===== src/rtl/dbuf_pkg.sv =====
// dbuf_tx_sched shared definitions.
// K characters, frame states and frame length helper.
package dbuf_pkg;

  localparam logic [7:0] K_START = 8'h5C;
  localparam logic [7:0] K_STOP  = 8'h3C;
  localparam logic [7:0] K_COMMA = 8'hBC;

  // start, address, stop and two checksum bytes
  localparam int FRAME_OVERHEAD = 5;

  typedef enum logic [2:0] {
    IDLE,
    START,
    ADDR,
    DATA,
    STOP,
    CSUM_H,
    CSUM_L,
    GAP
  } dbuf_state_t;

  function automatic int frame_slots(input int seg_bytes);
    return seg_bytes + FRAME_OVERHEAD;
  endfunction

endpackage


===== src/rtl/dbuf_tx_sched_rr_arbiter.sv =====
// Round-robin arbiter for the segment requesters.
// Pointer moves past a requester only once its frame completes.
module rr_arbiter #(
  parameter int N = 4
) (
  input  logic                 clk,
  input  logic                 rst,
  input  logic [N-1:0]         req,
  input  logic                 advance,
  input  logic [$clog2(N)-1:0] served,
  output logic                 gnt_valid,
  output logic [$clog2(N)-1:0] gnt_idx
);

  localparam int IW = $clog2(N);

  logic [IW-1:0] ptr;

  // search from ptr upward; scanning down lets the nearest hit win
  always_comb begin
    gnt_valid = 1'b0;
    gnt_idx   = ptr;
    for (int k = N - 1; k >= 0; k--) begin
      if (req[(int'(ptr) + k) % N]) begin
        gnt_valid = 1'b1;
        gnt_idx   = IW'((int'(ptr) + k) % N);
      end
    end
  end

  // next search starts after the requester just served
  always_ff @(posedge clk or posedge rst) begin
    if (rst) begin
      ptr <= '0;
    end else if (advance) begin
      ptr <= (int'(served) == N - 1) ? '0 : served + IW'(1);
    end
  end

endmodule


===== src/rtl/dbuf_tx_sched.sv =====
// Data-buffer transmit scheduler: round-robin segment framing
// onto the slot-interleaved data-buffer byte lane.
module dbuf_tx_sched
  import dbuf_pkg::*;
#(
  parameter int NREQ      = 4,
  parameter int SEG_BYTES = 16,
  parameter int MIN_GAP   = 4
) (
  input  logic                        tx_clk,
  input  logic                        rst,
  input  logic                        ena,
  input  logic [NREQ-1:0]             req,
  input  logic [NREQ*8-1:0]           addr,
  input  logic [NREQ*SEG_BYTES*8-1:0] data,
  output logic [NREQ-1:0]             done,
  output logic                        busy,
  output logic [$clog2(NREQ)-1:0]     grant_id,
  output logic                        slot,
  output logic [7:0]                  dbuf_byte,
  output logic                        dbuf_isk
);

  localparam int IW = $clog2(NREQ);
  localparam int CMAX = (SEG_BYTES > MIN_GAP) ? SEG_BYTES : MIN_GAP;
  localparam int CW = $clog2(CMAX);

  dbuf_state_t state, nxt_state;
  logic [CW-1:0] cnt, nxt_cnt;
  logic [15:0]   csum, nxt_csum;
  logic [IW-1:0] nxt_gid;
  logic          nxt_busy;
  logic [7:0]    byte_sel, abyte, dbyte;
  logic          isk_sel, last, fin;
  logic          gnt_valid;
  logic [IW-1:0] gnt_idx;

  rr_arbiter #(.N(NREQ)) u_arb (
    .clk       (tx_clk),
    .rst       (rst),
    .req       (req),
    .advance   (fin),
    .served    (grant_id),
    .gnt_valid (gnt_valid),
    .gnt_idx   (gnt_idx)
  );

  // live byte pick for the granted requester; byte 0 is the MSB
  always_comb begin
    abyte = addr[int'(grant_id)*8 +: 8];
    dbyte = data[(int'(grant_id)*SEG_BYTES + SEG_BYTES - 1
                  - int'(cnt))*8 +: 8];
  end

  // next-state, checksum and lane byte selection
  always_comb begin
    nxt_state = state;
    nxt_cnt   = cnt;
    nxt_csum  = csum;
    nxt_gid   = grant_id;
    nxt_busy  = busy;
    byte_sel  = 8'h00;
    isk_sel   = 1'b0;
    last      = 1'b0;
    unique case (state)
      IDLE: begin
        if (gnt_valid) begin
          nxt_gid   = gnt_idx;
          nxt_busy  = 1'b1;
          nxt_state = START;
        end
      end
      START: begin
        byte_sel  = K_START;
        isk_sel   = 1'b1;
        nxt_csum  = '0;
        nxt_state = ADDR;
      end
      ADDR: begin
        byte_sel  = abyte;
        nxt_csum  = csum + 16'(abyte);
        nxt_cnt   = '0;
        nxt_state = DATA;
      end
      DATA: begin
        byte_sel = dbyte;
        nxt_csum = csum + 16'(dbyte);
        if (cnt == CW'(SEG_BYTES - 1)) begin
          nxt_state = STOP;
        end else begin
          nxt_cnt = cnt + CW'(1);
        end
      end
      STOP: begin
        byte_sel  = K_STOP;
        isk_sel   = 1'b1;
        nxt_state = CSUM_H;
      end
      CSUM_H: begin
        byte_sel  = ~csum[15:8];
        nxt_state = CSUM_L;
      end
      CSUM_L: begin
        byte_sel  = ~csum[7:0];
        last      = 1'b1;
        nxt_cnt   = '0;
        nxt_state = GAP;
      end
      GAP: begin
        if (cnt == CW'(MIN_GAP - 1)) begin
          nxt_busy  = 1'b0;
          nxt_state = IDLE;
        end else begin
          nxt_cnt = cnt + CW'(1);
        end
      end
      default: nxt_state = IDLE;
    endcase
  end

  // completion only counts on a live slot of the last byte
  always_comb begin
    fin  = last & slot & ena;
    done = '0;
    if (fin) done[grant_id] = 1'b1;
    dbuf_byte = slot ? byte_sel : 8'h00;
    dbuf_isk  = slot & isk_sel;
  end

  // slot phase and frame state; ena low aborts to idle
  always_ff @(posedge tx_clk or posedge rst) begin
    if (rst) begin
      state    <= IDLE;
      cnt      <= '0;
      csum     <= '0;
      grant_id <= '0;
      busy     <= 1'b0;
      slot     <= 1'b0;
    end else if (!ena) begin
      state <= IDLE;
      cnt   <= '0;
      busy  <= 1'b0;
      slot  <= 1'b0;
    end else begin
      slot <= ~slot;
      if (slot) begin
        state    <= nxt_state;
        cnt      <= nxt_cnt;
        csum     <= nxt_csum;
        grant_id <= nxt_gid;
        busy     <= nxt_busy;
      end
    end
  end

endmodule


===== config.mk =====
export PLATFORM = sky130hd
export DESIGN_NAME = dbuf_tx_sched
export DESIGN_NICKNAME = d
export VERILOG_FILES = /design/src/rtl/dbuf_pkg.sv /design/src/rtl/dbuf_tx_sched_rr_arbiter.sv /design/src/rtl/dbuf_tx_sched.sv
export SDC_FILE = /design/constraint.sdc
export NUM_CORES = 1
export LEC_CHECK = 0
export BUFFER_PORTS_ARGS = -buffer_cell sky130_fd_sc_hd__buf_2
export CORE_AREA = 4 4 220 222
export CTS_CLUSTER_DIAMETER = 30
export CTS_CLUSTER_SIZE = 20
export DETAILED_ROUTE_END_ITERATION = 12
export DIE_AREA = 0 0 224 226
export MAX_ROUTING_LAYER = met4
export PLACE_DENSITY = 0.49
export SETUP_SLACK_MARGIN = 0.3
export SLEW_MARGIN = 20
export SYNTH_ARGS = -nofsm -noshare
export SYNTH_HDL_FRONTEND = slang
export SYNTH_SLANG_ARGS = --single-unit

===== constraint.sdc =====
create_clock -name tx_clk -period 4.6 [get_ports tx_clk]
set_input_delay 0.69 -clock tx_clk [delete_from_list [all_inputs] [get_ports tx_clk]]
set_output_delay 0.69 -clock tx_clk [all_outputs]
set_load 0.05 [all_outputs]

==> run metrics <==
first-pass GRT wire length=just under 60000 microns; fin. max-slew vios=0; CTS tree=yes; Setup crit end kind=flop; maximum VDD drop=0.145 mV; worst slew pin tran=0.886 ns; compound-gate portion of the synthesized area=between 10% and 20%; Die Ht=about 230 microns; Post-Syn Instances=669; Tcrit/Tclk final=between 80% and 90%; Post-Synth Simple-Gate Area=a little over a tenth; CP Launch Type=flop; Placed Instance Area=approximately 0.010 sq mm; # rows=about 80; drt pass-1 iters=5; fraction of layout cells with a size suffix above 1=roughly 60%; Rel. slew slack=40.5%; Hold WC Path Type=in -> async; DIE AREA=a little over 0.05 sq mm; clk slew on worst S/H paths=about 0.060 ns; Post-DP HPWL=around 38000 microns; CORE AREA=about 0.046 sq mm; Syn Area/Cell=10.1 sq um; vias=8401; total grt overflow=0; leakage power=4.69 nW; Final WS setup=just under 0.6 ns; Async SR Flop Fraction=100%; Max-Cap Viols=0; largest fanout on the critical path=21; YS warnings=0; flops & latches, synth=29; final-report hold violation count=0; maximum clock rate=249 MHz; antenna-violating nets left=0; pre-CTS setup slack=0.308 ns; maximum number of pins on one net before global-route repair=37; Synth Flop Type=dfrtp_1; worst path arrival time=just over 4 ns; post-synthesis mux area share=51.1%; DRT Wirelength=42900 microns; sequential fraction of the synthesis area=a little over a tenth; Net count, final=around 1800; number of synthesized flops with an enable pin=0; routed len/inst=between 20 and 25 microns; # hold bufs at CTS=0; drt drc=0; Setup Skew=~0.013 ns; TritonCTS Sinks=29; post-layout instance area=roughly 0.011 sq mm; setup total negative slack=0 ns; largest family of logic cells by synthesized area=multiplexers; Overall Power=between 3 and 4 mW; width of the die=about 220 microns; Period minus WS final=~4.0 ns; hold slack final=approximately 0.34 ns; antenna violations before repair=12; syn nets=between 1000 and 1500; Vias/cell=~4.6; # port buffers=567; Synth Cell Area=0.00676 sq mm; Synth Area in XOR/XNOR=under 10%; DR iter-0 viols=567; adder-cell share of the synthesized area=2.89%; Synth-to-Final Area Change=56.7%; Worst Path Required=between 4 and 5 ns; RSZ-0062 raised after global routing=no; Worst-Skew Late Latency=around 0.28 ns; final setup violation count=0; GP Congestion=around 0.94; GRT Total Usage=between 15 and 20%; Pwr Density=320 mW/mm^2; vias in the first global route=about 9000; worst-case clock buffer depth=2; run status=complete, no violations; io pins=between 500 and 600; Max H-tree Level=2; clk root buf=clkbuf_16; cts bufs inserted=5; Distinct cells, synth=61; WS Path Type=reg -> reg; initial core utilization=between 10% and 20%
-- sequential cells by signal (all words and copies together) (netlist names) --
| register | flops |
|---|---|
| u_arb.ptr | 2 |
| state | 3 |
| slot | 1 |
| csum | 16 |
| busy | 1 |
| cnt | 4 |
| grant_id | 2 |
-- through the flow --
stage	std cells	util, %
floorplan	669	-
global placement	1821	22.3
detailed placement	1821	22.3
CTS	1829	22.7
global route	1841	22.9
finish	1841	22.9
-- placed cells by master (no fill, tap or decap), types with 9 or more instances in the layout --
cell type / n
ha_1: 14
nand2_1: 54
a22oi_1: 33
mux4_2: 94
a21oi_1: 24
o21ai_1: 14
buf_2: 567
diode_2: 9
mux2i_1: 121
o22ai_1: 20
nand3_1: 24
o21ai_0: 18
buf_4: 38
nor2_1: 28
dfrtp_1: 25
inv_1: 10
-- cells by family after synthesis --
logic type,Yosys count
buffers and inverters,72
adder cells (fa/ha/maj),15
AO/OA/AOI/OAI,167
AND/OR/NAND/NOR,153
flip-flops,29
XOR/XNOR,13
multiplexers,220
-- synth_stat cells (all sizes together), types with 4 or more instances --
cell type | number | area (sq um)
xnor2 | 6 | 52.6
o21ai | 35 | 186
nand2 | 54 | 203
mux4 | 99 | 2250
a31oi | 8 | 50.1
nor3 | 6 | 30.0
a22oi | 33 | 248
xor2 | 7 | 61.3
ha | 14 | 175
nand3 | 24 | 120
inv | 10 | 37.5
and2 | 7 | 43.8
a221o | 4 | 40.0
nor4 | 4 | 25.0
dfrtp | 29 | 726
buf | 49 | 334
or2 | 4 | 25.0
a21o | 5 | 37.5
nand2b | 6 | 37.5
a21oi | 25 | 125
nor2b | 5 | 31.3
nor2 | 29 | 109
a22o | 4 | 35.0
clkbuf | 13 | 48.8
mux2i | 121 | 1210
o22ai | 22 | 138
-- routing by layer --
| layer | vias to the layer above | global-route usage, % | part of all wire, % |
|---|---|---|---|
| met1 | 4094 | 20.8 | 42 |
| met2 | 436 | 27.4 | 50 |
| li1 | 3844 | - | - |
| met4 | 0 | 2.57 | 1.6 |
| met3 | 27 | 3.08 | 7.1 |
| met5 | - | - | 0 |
-- report_power, final --
part	switching, mW	internal, mW
clock network	0.120	0.270
logic	1.37	1.19
registers	0.129	0.313
total	1.62	1.77
-- final timing paths --
kind	endpoint	depth (start not counted)	start	slack [ns]
worst max-delay path	csum[15]	15	cnt[3]	0.59
worst min-delay path	u_arb.ptr[1]	2	rst	0.34
worst max register to register	csum[15]	15	cnt[3]	0.59
worst min register to register	busy	2	busy	0.50
max in group asynchronous	cnt[0]	3	rst	3.60
min in group tx_clk	busy	2	busy	0.50
-- final cells by class --
type                    instances  area [sq um]
repair buffers                610          3210
clock inverters                 1          30.0
fillers                      5090         35800
multi-input cells             568          5650
flip-flops and latches         29           738
well taps                     607           759
clock buffers                   7           143
diodes                          9          22.5
inverters                      10          37.5
-- worst max-delay path, stage by stage, from the launching register on --
cell	delay [ns]
dfrtp_4	0.66
buf_4	0.30
mux4_2	0.32
mux2i_1	0.36
o22ai_1	0.17
nor4_1	0.20
nor3_1	0.14
a21o_1	0.18
ha_1	0.27
a21o_1	0.19
a21o_1	0.22
a2111oi_2	0.37
buf_4	0.18
nor4_1	0.06
xnor2_1	0.17
nor2_1	0.06
-- what timing repair did --
item | CTS | global route
setup buffers | 0 | 3
resized for setup | 1 | 8
pin swaps | 0 | 0
endpoints found under the setup margin | 3 | 8
No activity file was read; power rests on OpenSTA's default activity.
